File: config.mk
export PLATFORM = sky130hd
export DESIGN_NAME = seq_pulse_gen
export DESIGN_NICKNAME = d
export VERILOG_FILES = /design/src/rtl/seq_pulse_pkg.sv /design/src/rtl/spg_dwell_timer.sv /design/src/rtl/seq_pulse_gen.sv
export SDC_FILE = /design/constraint.sdc
export NUM_CORES = 1
export LEC_CHECK = 0
export CORE_ASPECT_RATIO = 0.75
export CORE_UTILIZATION = 50
export DETAILED_ROUTE_END_ITERATION = 6
export GPL_TIMING_DRIVEN = 1
export PLACE_DENSITY = 0.84
export SYNTH_ARGS = -nofsm -noshare
export SYNTH_HDL_FRONTEND = slang
export SYNTH_SLANG_ARGS = --single-unit
File: constraint.sdc
create_clock -name clk -period 3.5 [get_ports clk]
set_clock_uncertainty 0.1 [all_clocks]
set_input_delay 0.525 -clock clk [delete_from_list [all_inputs] [get_ports clk]]
set_output_delay 0.525 -clock clk [all_outputs]
set_load 0.02 [all_outputs]
File: src/rtl/seq_pulse_pkg.sv
// Shared types and constants for the sequential ring pulse generator.
// Mode and direction encodings match the raw values on the mode/dir pins.
package seq_pulse_pkg;

  typedef enum logic {
    SPG_IDLE = 1'b0,
    SPG_RUN  = 1'b1
  } spg_state_e;

  localparam logic MODE_CONT    = 1'b0;
  localparam logic MODE_ONESHOT = 1'b1;
  localparam logic DIR_FWD      = 1'b0;
  localparam logic DIR_REV      = 1'b1;

endpackage : seq_pulse_pkg

File: src/rtl/spg_dwell_timer.sv
// Per-phase dwell counter: counts 0..hold_eff-1 while enabled and flags the
// final cycle of the dwell so the owner can advance its phase.
module spg_dwell_timer #(
  parameter int HOLD_W = 8
) (
  input  logic              clk,
  input  logic              rst_n,
  input  logic              i_clr,
  input  logic              i_en,
  input  logic [HOLD_W-1:0] i_hold_eff,
  output logic              o_last
);

  logic [HOLD_W-1:0] r_cnt;
  logic              w_last;

  // hold_eff is never zero, so the subtraction cannot underflow
  assign w_last = (r_cnt == (i_hold_eff - HOLD_W'(1)));
  assign o_last = w_last;

  always_ff @(posedge clk) begin
    if (!rst_n) begin
      r_cnt <= '0;
    end else if (i_clr) begin
      r_cnt <= '0;
    end else if (i_en) begin
      if (w_last) begin
        r_cnt <= '0;
      end else begin
        r_cnt <= r_cnt + HOLD_W'(1);
      end
    end
  end

endmodule : spg_dwell_timer

File: src/rtl/seq_pulse_gen.sv
// Sequential ring pulse generator: walks a one-hot pulse across N_CH channels,
// dwelling hold_eff cycles per phase, in continuous or one-shot mode.
module seq_pulse_gen
  import seq_pulse_pkg::*;
#(
  parameter  int N_CH   = 4,
  parameter  int HOLD_W = 8,
  localparam int PH_W   = $clog2(N_CH)
) (
  input  logic              clk,
  input  logic              rst_n,
  input  logic              start,
  input  logic              stop,
  input  logic              en,
  input  logic              mode,
  input  logic              dir,
  input  logic [HOLD_W-1:0] hold_cyc,
  output logic [N_CH-1:0]   out,
  output logic [PH_W-1:0]   phase,
  output logic              busy,
  output logic              wrap,
  output logic              done
);

  spg_state_e        r_state;
  logic [PH_W-1:0]   r_phase;
  logic              r_mode;
  logic              r_dir;
  logic [HOLD_W-1:0] r_hold;
  logic [N_CH-1:0]   r_out;
  logic              r_busy;
  logic              r_wrap;
  logic              r_done;

  logic              w_run;
  logic              w_tmr_clr;
  logic              w_tmr_en;
  logic              w_last;
  logic              w_last_phase;
  logic [HOLD_W-1:0] w_hold_eff;

  function automatic logic [N_CH-1:0] phaseToOneHot(input logic [PH_W-1:0] ph,
                                                    input logic rev);
    logic [N_CH-1:0] v;
    v = '0;
    for (int i = 0; i < N_CH; i++) begin
      v[i] = rev ? (ph == PH_W'(i)) : (ph == PH_W'(N_CH - 1 - i));
    end
    return v;
  endfunction

  assign w_run        = (r_state == SPG_RUN);
  assign w_hold_eff   = (hold_cyc == '0) ? HOLD_W'(1) : hold_cyc;
  assign w_tmr_clr    = !w_run || stop;
  assign w_tmr_en     = w_run && en && !stop;
  assign w_last_phase = (r_phase == PH_W'(N_CH - 1));

  spg_dwell_timer #(
    .HOLD_W (HOLD_W)
  ) u_dwell (
    .clk        (clk),
    .rst_n      (rst_n),
    .i_clr      (w_tmr_clr),
    .i_en       (w_tmr_en),
    .i_hold_eff (r_hold),
    .o_last     (w_last)
  );

  // wrap/done default low so they only ever pulse for a single cycle
  always_ff @(posedge clk) begin
    if (!rst_n) begin
      r_state <= SPG_IDLE;
      r_phase <= '0;
      r_mode  <= MODE_CONT;
      r_dir   <= DIR_FWD;
      r_hold  <= HOLD_W'(1);
      r_out   <= '0;
      r_busy  <= 1'b0;
      r_wrap  <= 1'b0;
      r_done  <= 1'b0;
    end else begin
      r_wrap <= 1'b0;
      r_done <= 1'b0;
      case (r_state)
        SPG_IDLE: begin
          if (start && !stop) begin
            r_state <= SPG_RUN;
            r_phase <= '0;
            r_mode  <= mode;
            r_dir   <= dir;
            r_hold  <= w_hold_eff;
            r_out   <= phaseToOneHot('0, dir);
            r_busy  <= 1'b1;
          end
        end
        SPG_RUN: begin
          if (stop) begin
            r_state <= SPG_IDLE;
            r_phase <= '0;
            r_out   <= '0;
            r_busy  <= 1'b0;
          end else if (en && w_last) begin
            if (w_last_phase) begin
              r_wrap  <= 1'b1;
              r_phase <= '0;
              if (r_mode == MODE_ONESHOT) begin
                r_state <= SPG_IDLE;
                r_out   <= '0;
                r_busy  <= 1'b0;
                r_done  <= 1'b1;
              end else begin
                r_out <= phaseToOneHot('0, r_dir);
              end
            end else begin
              r_phase <= r_phase + PH_W'(1);
              r_out   <= phaseToOneHot(r_phase + PH_W'(1), r_dir);
            end
          end
        end
        default: begin
          r_state <= SPG_IDLE;
          r_phase <= '0;
          r_out   <= '0;
          r_busy  <= 1'b0;
        end
      endcase
    end
  end

  assign out   = r_out;
  assign phase = r_phase;
  assign busy  = r_busy;
  assign wrap  = r_wrap;
  assign done  = r_done;

endmodule : seq_pulse_gen

==> reports/metrics.yaml <==
fmax_ghz: 0.3448
cp-end-kind: "flop"
die_w_um: 68.37
synth_area_um2: 1652
slew_headroom: 0.5209
ir_drop_mv: 0.2515
antenna_found_initial: 0
initial_core_util: 0.5430
crit_path_end: "u_dwell.r_cnt[4]"
min_period_ps: 2900
io_pins: 24
postLayoutCellArea_um2: 1954
dieHeight_um: 51.78
first_iter_violations: 90
final_max_slew_viol_count: 0
clock_path_buffers: 2
nets: 240
drive_above_1_share: 0.05530
synth.distinct_cells: 42
grt_pass1_vias: 1244
final_cell_mix: "nand2_1 (33), dfxtp_1 (28), clkdlybuf4s50_1 (23), nor2_1 (16)"
cts.repair.resized: 0
cts_root_buf: "clkbuf_8"
clkLatencyLatePin_ps: 270
drc: 0
wl_per_cell_um: 13.65
grt_use_total: 0.2219
syn_avg_cell_area_um2: 8.341
critical_path_arrival_ps: 2960
vias: 1440
placed_area_um2: 1899
clk_pin_slew_worst_paths_ps: 90
syn_nets: 220
ys_seq_area_frac: 0.3394
cts_buffers: 3
grt_pass1_wl_um: 5768
finalSetupTns_ps: 0
utilization: 0.6425
r2r_setup_slack_ps: 600
outcome: "complete, no violations"
area_growth_pct: 18.33
use_met1: 0.3293
worst_r2r_path_depth: 8
n_antenna_cell: 0
drv_cap: 0
regArea_um2: 560.5
cp.required_ps: 3560
multiInputGateArea_um2: 1031
vias_per_cell: 5.647
power_uw: 650.7
h-tree-depth: 1
dieArea_um2: 3540
ys_seq_elements: 28
place_hpwl_um: 2599
coreArea_um2: 3042
drtAntennaViolNets: 0
hold_buffers: 0
portBuffers: 23
yosys_warnings: 0
hold_viol: 0
overflow: 0
hp-start: "out[0]"
fin_crit_sh: 0.8286
gr-max-usage-layer: "met1"
r2r-end: "u_dwell.r_cnt[4]"
path_max_fanout: 7
final_common_cell: "nand2_1"
critPathLaunchType: "flop"
power.density_cell_area_nw_per_um2: 333.0
met2_usage: 0.3268
cts_setup_buffers: 0
wl_um: 3480
setup_viol: 0
clock_sinks: 28
dr.pass1.iters: 4
tightest_slew_ps: 716.4
rows: 17
grt_max_degree: 25
r2r_start: "r_hold[0]"
criticalPathCategory: "flop to flop"
met3_usage: 0.05482
cp-startpoint: "r_hold[0]"
fill_cells: 254
place_congestion: 0.8025
cts_tree: "done"
syn_inst: 198
leakagePower_uw: 0.0006517
holdCritPathClass: "flop to flop"
rsz0062_at_grt: "false"
==> worst max-delay path, cell delays in order (launching register included) <==
cell and delay (ps):
dfxtp_1 340, inv_1 80, ha_1 200, or3b_1 390
or4_1 440, a2111o_1 490, a211oi_2 390, a21o_1 300
nor2_1 80
==> worst min-delay path by stage <==
stage | endpoint | depth (start not counted)
floorplan | r_hold[7] | 2
global placement | out[3] | 2
detailed placement | out[0] | 2
CTS | out[0] | 2
global route | out[3] | 2
finish | out[0] | 2
==> power breakdown <==
group	switching [uW]	internal [uW]	leakage [uW]	total, uW
clock network	94.4	101	0.0000288	195
logic	59.9	54.7	0.000396	115
registers	12.8	328	0.000227	341
==> registers in the layout, indices dropped and copies added, names as in the netlist <==
signal,count
r_hold,8
u_dwell.r_cnt,8
out,4
phase,2
busy,1
done,1
r_dir,1
r_mode,1
r_state,1
wrap,1
==> stage by stage <==
stage	setup slack, ps	std cells	hold slack [ps]
floorplan	829.9	198	356.1
global placement	674.3	251	339.0
detailed placement	604.2	251	346.3
CTS	606.5	255	357.6
global route	415.3	255	385.1
finish	600.0	255	357.8
==> per-layer routing <==
metal | part of all wire | vias to the layer above
met5 | 0 | -
li1 | - | 737
met1 | 0.51 | 653
met2 | 0.42 | 46
met3 | 0.057 | 4
met4 | 0.0083 | 0
==> cells by family after synthesis <==
group	Yosys count	share of synthesized area
adder cells (fa/ha/maj)	7	0.05303
AND/OR/NAND/NOR	89	0.2780
AO/OA/AOI/OAI	42	0.2045
XOR/XNOR	13	0.06894
buffers and inverters	16	0.03637
flip-flops	28	0.3394
multiplexers	3	0.01970
==> Yosys cell counts (all sizes together) <==
cell | number | area [um2]
nor4 | 2 | 12.51
o211ai | 5 | 37.54
o2111ai | 2 | 17.52
or2b | 1 | 7.510
nand2b | 6 | 37.54
nor4b | 1 | 8.760
nor2b | 2 | 12.51
a32oi | 1 | 8.760
o22ai | 2 | 12.51
clkbuf | 8 | 30.03
xor2 | 4 | 35.03
a21oi | 4 | 20.02
and3 | 1 | 6.260
nand4 | 6 | 37.54
mux2i | 1 | 10.01
and2 | 4 | 25.02
o31ai | 1 | 7.510
nor3 | 1 | 5.000
mux2 | 2 | 22.52
a22oi | 1 | 7.510
a41o | 1 | 10.01
a2111o | 1 | 11.26
nand4b | 1 | 8.760
nor2 | 16 | 60.06
or4 | 4 | 30.03
nand2 | 33 | 123.9
inv | 8 | 30.03
o21ai | 8 | 40.03
a21o | 2 | 15.01
and4bb | 1 | 12.51
ha | 7 | 87.58
nand3b | 4 | 30.03
a2111oi | 2 | 55.05
nand3 | 3 | 15.01
xnor2 | 9 | 78.83
dfxtp | 28 | 560.5
a211oi | 1 | 12.51
or3b | 3 | 26.28
a21boi | 11 | 82.57
==> final cells by class <==
| type | count | share of cell area |
|---|---|---|
| timing repair buffer | 23 | 0.1178 |
| sequential | 28 | 0.2868 |
| inverter | 8 | 0.01536 |
| clock buffer | 4 | 0.02817 |
| multi-input combinational | 154 | 0.5275 |
| tap | 38 | 0.02433 |
Power figures use the tool's default switching activity.
